`config.mk`:
```
export PLATFORM = sky130hd
export DESIGN_NAME = fft_out_framer
export DESIGN_NICKNAME = d
export VERILOG_FILES = /design/src/rtl/fft_pkg.sv /design/src/rtl/fft_out_fifo.sv /design/src/rtl/fft_out_framer.sv
export SDC_FILE = /design/constraint.sdc
export NUM_CORES = 2
export LEC_CHECK = 0
export ABC_CLOCK_PERIOD_IN_PS = 5100
export CORE_ASPECT_RATIO = 0.6
export CORE_MARGIN = 2
export CORE_UTILIZATION = 55
export DETAILED_ROUTE_END_ITERATION = 10
export DONT_BUFFER_PORTS = 1
export PLACE_DENSITY_LB_ADDON = 0.2
export SLEW_MARGIN = 0
export SYNTH_ARGS = -nofsm -noshare
export SYNTH_HDL_FRONTEND = slang
export SYNTH_SLANG_ARGS = --single-unit
```
`constraint.sdc`:
```
create_clock -name clk -period 5.1 [get_ports clk]
set_clock_uncertainty 0.05 [all_clocks]
set_input_delay 1.02 -clock clk [delete_from_list [all_inputs] [get_ports clk]]
set_output_delay 1.02 -clock clk [all_outputs]
set_load 0.01 [all_outputs]
```
`src/rtl/fft_pkg.sv`:
```
// Shared constants and the packed sample layout for the FFT output framer path.
package fft_pkg;

  localparam int FFT_N    = 32;
  localparam int IDX_W    = 5;
  localparam int SAMPLE_W = 9;

  typedef struct packed {
    logic        [IDX_W-1:0]    idx;
    logic signed [SAMPLE_W-1:0] re;
    logic signed [SAMPLE_W-1:0] im;
  } sample_t;

endpackage

```
`src/rtl/fft_out_fifo.sv`:
```
// Synchronous FIFO with first-word fall-through from registered state; head data is
// the entry at the read pointer, so a push into an empty FIFO is visible one cycle later.
module fft_out_fifo
  import fft_pkg::*;
#(
  parameter int DEPTH = 64,
  parameter int DW    = IDX_W + 2 * SAMPLE_W
) (
  input  logic                     clk,
  input  logic                     rst,
  input  logic                     i_push,
  input  logic                     i_pop,
  input  logic [DW-1:0]            i_wdata,
  output logic [DW-1:0]            o_rdata,
  output logic                     o_empty,
  output logic                     o_full,
  output logic [$clog2(DEPTH):0]   o_level
);

  localparam int AW = $clog2(DEPTH);

  logic [DW-1:0] r_mem [DEPTH];
  logic [AW:0]   r_wr_ptr;
  logic [AW:0]   r_rd_ptr;

  always_ff @(posedge clk or posedge rst) begin
    if (rst) begin
      r_wr_ptr <= '0;
      r_rd_ptr <= '0;
    end else begin
      if (i_push) r_wr_ptr <= r_wr_ptr + (AW+1)'(1);
      if (i_pop)  r_rd_ptr <= r_rd_ptr + (AW+1)'(1);
    end
  end

  // Storage carries no reset; only the pointers decide what is valid.
  always_ff @(posedge clk) begin
    if (i_push) r_mem[r_wr_ptr[AW-1:0]] <= i_wdata;
  end

  // The extra MSB separates full (MSBs differ) from empty (pointers equal).
  assign o_empty = (r_wr_ptr == r_rd_ptr);
  assign o_full  = (r_wr_ptr[AW] != r_rd_ptr[AW]) &&
                   (r_wr_ptr[AW-1:0] == r_rd_ptr[AW-1:0]);
  assign o_level = r_wr_ptr - r_rd_ptr;
  assign o_rdata = r_mem[r_rd_ptr[AW-1:0]];

endmodule

```
`src/rtl/fft_out_framer.sv`:
```
// Tags natural-order FFT bins with a bin index, buffers them for a ready/valid sink and
// counts frames. Defining FFT_OUT_MAG_EN adds an |re|+|im| magnitude output, out_mag.
module fft_out_framer
  import fft_pkg::*;
#(
  parameter int DEPTH = 64,
  parameter int W     = SAMPLE_W
) (
  input  logic                   clk,
  input  logic                   rst,
  input  logic                   in_valid,
  input  logic signed [W-1:0]    in_re,
  input  logic signed [W-1:0]    in_im,
  input  logic                   out_ready,
  input  logic                   clr_ovf,
  output logic                   out_valid,
  output logic signed [W-1:0]    out_re,
  output logic signed [W-1:0]    out_im,
  output logic [IDX_W-1:0]       out_idx,
  output logic                   out_last,
  output logic [7:0]             out_frame,
  output logic                   overflow,
  output logic [$clog2(DEPTH):0] level
`ifdef FFT_OUT_MAG_EN
  ,
  output logic [W:0]             out_mag
`endif
);

  typedef struct packed {
    logic        [IDX_W-1:0] idx;
    logic signed [W-1:0]     re;
    logic signed [W-1:0]     im;
  } entry_t;

  entry_t           w_wr_entry;
  entry_t           w_head;
  logic             w_empty;
  logic             w_full;
  logic             w_push;
  logic             w_pop;
  logic             w_drop;
  logic [IDX_W-1:0] r_wr_idx;
  logic [7:0]       r_frame;
  logic             r_ovf;

  // A full FIFO still accepts a sample when the head leaves in the same cycle.
  assign w_pop      = !w_empty && out_ready;
  assign w_push     = in_valid && (!w_full || w_pop);
  assign w_drop     = in_valid && w_full && !w_pop;
  assign w_wr_entry = '{idx: r_wr_idx, re: in_re, im: in_im};

  fft_out_fifo #(
    .DEPTH (DEPTH),
    .DW    ($bits(entry_t))
  ) u_fifo (
    .clk     (clk),
    .rst     (rst),
    .i_push  (w_push),
    .i_pop   (w_pop),
    .i_wdata (w_wr_entry),
    .o_rdata (w_head),
    .o_empty (w_empty),
    .o_full  (w_full),
    .o_level (level)
  );

  // Bin index advances on dropped samples too, keeping later frames aligned.
  always_ff @(posedge clk or posedge rst) begin
    if (rst) begin
      r_wr_idx <= '0;
      r_frame  <= '0;
      r_ovf    <= 1'b0;
    end else begin
      if (in_valid) r_wr_idx <= r_wr_idx + IDX_W'(1);
      if (w_pop && (w_head.idx == IDX_W'(FFT_N - 1))) r_frame <= r_frame + 8'd1;
      if (w_drop)       r_ovf <= 1'b1;
      else if (clr_ovf) r_ovf <= 1'b0;
    end
  end

  assign out_valid = !w_empty;
  assign out_re    = out_valid ? w_head.re  : '0;
  assign out_im    = out_valid ? w_head.im  : '0;
  assign out_idx   = out_valid ? w_head.idx : '0;
  assign out_last  = out_valid && (w_head.idx == IDX_W'(FFT_N - 1));
  assign out_frame = r_frame;
  assign overflow  = r_ovf;

`ifdef FFT_OUT_MAG_EN
  // One extra bit so that |most-negative| is representable.
  function automatic logic [W:0] abs_ext(input logic signed [W-1:0] v);
    logic signed [W:0] ext;
    ext = (W+1)'(v);
    return ext[W] ? (W+1)'(-ext) : (W+1)'(ext);
  endfunction

  assign out_mag = out_valid ? (abs_ext(w_head.re) + abs_ext(w_head.im)) : '0;
`endif

endmodule

```
Yosys cells after proc, flatten, opt, wreduce, memory -nomap -nowiden
Memory sizes are Yosys's and may differ from the RTL's.
Index checks and enable logic that the tools add are counted.

storage, ports and cells
  flip-flop bits (word level) = 28
  RAM bits = 1472
  word-level logic and storage cells = 34
  memories = 1

operators by class
  $add $sub $neg = 5
  equal/unequal tests = 4
  muxes and demuxes = 7
  reduce and logical (&&, ||, !) cells = 12

memories
  name          words  bits a word  rd ports  clocked after memory_dff  write ports  line                text
  u_fifo.r_mem  64     23           1         0                         1            fft_out_fifo.sv:22  logic [DW-1:0] r_mem [DEPTH];

operator list
  operator                                                        count
  9-bit two-way mux                                               2
  7-bit by 1-bit adder with 7-bit output (second input constant)  2
  8-bit by 1-bit adder with 8-bit output (second input constant)  1
  7-bit == test                                                   1
  1-bit logical AND                                               7
  7-bit subtractor                                                1
  6-bit == test                                                   1
  5-bit by 1-bit adder with 5-bit output (second input constant)  1
  5-bit == test (second input constant)                           1
  5-bit two-way mux                                               1
  1-bit two-way mux                                               4
  1-bit logical NOT                                               3
  2-bit nonzero test                                              1
  1-bit logical OR                                                1
  1-bit != test                                                   1

Longest topological paths before layout
  depth after elaboration = 7
  depth in mapped cells = 13

By module
Synthesis repeated with hierarchy kept, for this count alone.

second synthesis, totals
  cell total of the unflattened synthesis = 2786
  area total of the unflattened synthesis = 58358.5 um2

by module, submodules not included
  module          times used  cells each  area an instance (um2)  sequential area each (um2)
  fft_out_fifo    1           2706        57537.7                 44552.7
  fft_out_framer  1           80          820.8                   350.3

Least setup slack after synthesis
No wires, ideal clock.

  path kind = register to register
  start = reg u_fifo.r_rd_ptr[5]
  end = mem u_fifo.r_mem[63][0] (netlist bit), enable pin
  data arrival time = 3.913 ns
  required time = 4.647 ns
  path slack = 0.734 ns
  cell stages (with the launch flop) = 12
  path buffers = 3
  cells stage by stage = dfrtp_1 -> inv_1 -> buf_1 -> clkbuf_1 -> ha_1 -> nand2_1 -> nor4_1 -> nand2b_1 -> nor2_1 -> nand3_1 -> clkbuf_1 -> nor2_1

on the way
  word-level cells in the longest chain between the ends = 7
  elaborated cells on any way between the ends = 10

ends and longest elaborated chain
  element                                                 line                                        text
  from (decl)                                             fft_out_fifo.sv:24                          logic [AW:0] r_rd_ptr;
  from (signal assigned)                                  fft_out_fifo.sv:32                          if (i_pop) r_rd_ptr <= r_rd_ptr + (AW+1)'(1);
  7-bit == test or 6-bit == test (tied branches)          fft_out_fifo.sv:42, fft_out_fifo.sv:44
  1-bit logical NOT or 1-bit logical AND (tied branches)  fft_out_framer.sv:48, fft_out_fifo.sv:43
  1-bit logical AND or 1-bit logical NOT (tied branches)  fft_out_framer.sv:48, fft_out_framer.sv:49
  1-bit logical OR (*)                                    fft_out_framer.sv:49                        assign w_push = in_valid && (!w_full || w_pop);
  1-bit logical AND (*)                                   fft_out_framer.sv:49
  1-bit two-way mux (*)                                   fft_out_fifo.sv:38                          if (i_push) r_mem[r_wr_ptr[AW-1:0]] <= i_wdata;
  1-bit two-way mux (implied by the code) (*)             fft_out_fifo.sv:38
  to (decl)                                               fft_out_fifo.sv:22

Every way passes the cells marked *; elsewhere a longest branch is shown, timed or not.

Worst setup path after layout
  start = reg u_fifo.r_rd_ptr[0]
  end = out out_re[3]

on the way
  word-level cells in the longest chain between the ends = 2
  elaborated cells on any way between the ends = 3

ends and longest elaborated chain
  element                                                   line                  text
  memory read 64 x 23 bit or 7-bit == test (tied branches)  -
  9-bit two-way mux (*)                                     fft_out_framer.sv:83  assign out_re = out_valid ? w_head.re : '0;
  to (decl)                                                 fft_out_framer.sv:17  output logic signed [W-1:0] out_re,

Marked as above.

==> results.yml <==
cts:
  cts_buffers: 133
  cts_root_buf: "clkbuf_16"
  cts_tree: "yes"
  htreeDepth: 4
  cts_buffer_depth: 3
  clkTransAtPathRegs_ps: 60
  clk_latency_ps: 750
  clock-sinks: 1500
  holdBufCountCts: 0
placement:
  dpl.hpwl_um: 82700
  place_area_mm2: 0.0607
  pre_cts_slack_ps: 648
  gp_congestion: 0.831
  io_buffers: 0
  dpl.cell_count: 3839
floorplanning:
  dieArea_mm2: 0.108
  fp.dieW_um: 422
  start_util: 0.553
  chipHeight_um: 255
  pin_count: 64
  core_area_mm2: 0.105
  rows: 92
setup_path:
  critPathSlowestCell: "mux4_2"
  crit_buf_inv: 3
  crit_path_cell_trace: "buf_4 -> buf_4 -> buf_12 -> mux4_2 -> mux4_2 -> mux4_2 -> nor2b_1"
  end_kind: "primary output"
  path_max_fanout: 29
  path_delay_family: "multiplexers"
  rrSetupSlack_ps: 980
  slowest_delay_ps: 620
  worstPathArrival_ps: 3880
  startpoint_type: "flip-flop"
  path_common_cell: "mux4_2"
  critical_path_class: "flip-flop to primary output"
  cp.required_ps: 4030
layout:
  area_growth_pct: 12.7
  final_util: 0.623
  antenna_cells: 0
  fin_cells: 4089
  drive_above_1_share: 0.320
  layout.nets: 2612
  fin_area_mm2: 0.0651
drt:
  wl_um: 146000
  drc: 0
  vias: 27600
  vias_per_cell: 6.75
  routedWlPerCell_um: 35.8
  dr.pass1.iters: 5
  drtIter0Drc: 4297
  ant_nets: 0
sta:
  fin_ws_ps: 149
  fin_crit_ps: 4950
  setup_viol: 0
  finalHoldViolCount: 0
  maxSlewViolCount: 0
  rsz0062_at_grt: "false"
  tightest_slew_ps: 1280
  fmax_ghz: 0.202
  tns_ps: 0
  relSlewSlack: 0.149
  finalCritPeriodShare: 0.971
yosys:
  syn_area_per_cell_um2: 23.9
  synth_ff_type: "edfxtp_1"
  synthArstFlopShare: 0.0187
  synthesis.area_mm2: 0.0578
  syn-instance-count: 2417
  synth_nets: 2451
  ys_top_cells_by_count: "edfxtp_1 (1472), mux4_2 (446), nor2_1 (77)"
  ys_ff_latch: 1500
  yosysMostFrequentCell: "edfxtp_1"
  yosysTopAreaCellShare: 0.765
  synth_top_area_cell: "edfxtp_1"
  seq_area_frac_synth: 0.777
  synth.area.top_cells: "edfxtp_1 (77%), mux4_2 (17%), dfrtp_1 (1.2%)"
  synth_edf_count: 1472
  ys_warn_count: 0
  yosysUniqueCellTypes: 51
hold_path:
  min_path_type: "input port to flip-flop"
grt:
  track_usage: 0.278
  grt_pass1_vias: 26844
  grt_pass1_wl_um: 206000
  grt_max_degree: 71
  antenna_found_initial: 9
  grt-ovfl-total: 0
power:
  p_leak_nw: 20.2
  p_per_area_mw_per_mm2: 549
  vdd_drop_max_v: 0.000358
flow_run:
  maxCapViolations: 0
status:
  outcome: "finished clean"
==> placed cells by master, fill, tap and decap left out, drive strengths merged, types with 3 or more instances in the layout <==
cell and count:
xor2 11, o21ai 8, clkinv 51, a21oi 12, nor4 9, clkinvlp 3
nand3 12, mux2 3, and3 3, nor2b 25, a221oi 4, buf 150
or3 3, xnor2 17, a221o 3, mux2i 27, a22oi 16, nor3 3
inv 15, edfxtp 1472, a21o 5, o221ai 6, and2 5, or3b 3
a211oi 9, nor2 77, clkbuf 173, mux4 446, ha 10, dfrtp 28
nand2 35, nand3b 3, bufinv 10, nand4 7
==> worst paths after layout <==
check	startpoint	endpoint	cells after the start
worst min register to register	u_fifo.r_rd_ptr[6]$_DFFE_PP0P_	u_fifo.r_rd_ptr[6]$_DFFE_PP0P_	1
worst min-delay path	in_valid	r_wr_idx[0]$_DFFE_PP0P_	1
max in group asynchronous	rst	u_fifo.r_rd_ptr[0]$_DFFE_PP0P_	1
worst max register to register	u_fifo.r_rd_ptr[2]$_DFFE_PP0P_	u_fifo.r_mem[1][12]$_DFFE_PP_	9
min in group asynchronous	rst	out_frame[5]$_DFFE_PP0P_	1
worst max-delay path	u_fifo.r_rd_ptr[0]$_DFFE_PP0P_	out_re[3]	7
==> sequential cells by signal (all words and copies together), names as in the netlist <==
name             cells
r_wr_idx             5
out_frame            8
overflow             1
u_fifo.r_wr_ptr      7
u_fifo.r_mem      1472
u_fifo.r_rd_ptr      7
==> routing by layer <==
metal	share of wire	global-route usage	up-vias
met5	0.000089	0	-
met4	0.022	0.0755	2
met3	0.11	0.0685	188
met2	0.45	0.405	1665
met1	0.41	0.425	15062
li1	-	-	10683
==> report_power, final <==
group | leakage, nW | total [mW] | internal, mW | switching (mW)
clock | 2.07 | 9.89 | 5.59 | 4.30
sequential | 13.6 | 15.0 | 14.5 | 0.558
combinational | 4.56 | 10.8 | 4.84 | 6.00
total | 20.2 | 35.8 | 24.9 | 10.9
==> cells by family after synthesis <==
family	Yosys count	synth area share
muxes	476	0.179
and+or+nand+nor	190	0.0160
adders and majority gates	11	0.00251
buffers and inverters	140	0.0116
DFF	1500	0.777
xor gates and xnor gates	28	0.00425
AOI/OAI and AO/OA	72	0.00908
==> area by class of cell <==
cell class	count	area [um2]
Sequential cell	1500	44900
Clock inverter	63	563
Fill cell	6977	39400
Tap cell	1410	1760
Inverter	16	65.1
Clock buffer	173	3680
Timing Repair Buffer	150	1660
Multi-Input combinational cell	777	12400
==> per-stage QoR <==
stage | power, mW | hold slack (ps)
floorplan | 22.2 | 412
CTS | 35.9 | 253
global placement | 25.8 | 425
global route | 36.9 | 274
finish | 35.8 | 300
detailed placement | 26.0 | 431
==> repair_timing <==
action                                  CTS  global route
endpoints found under the setup margin    8             1
gates resized for setup                   0             2
setup buffers                             7             7
Power figures use the tool's default switching activity.
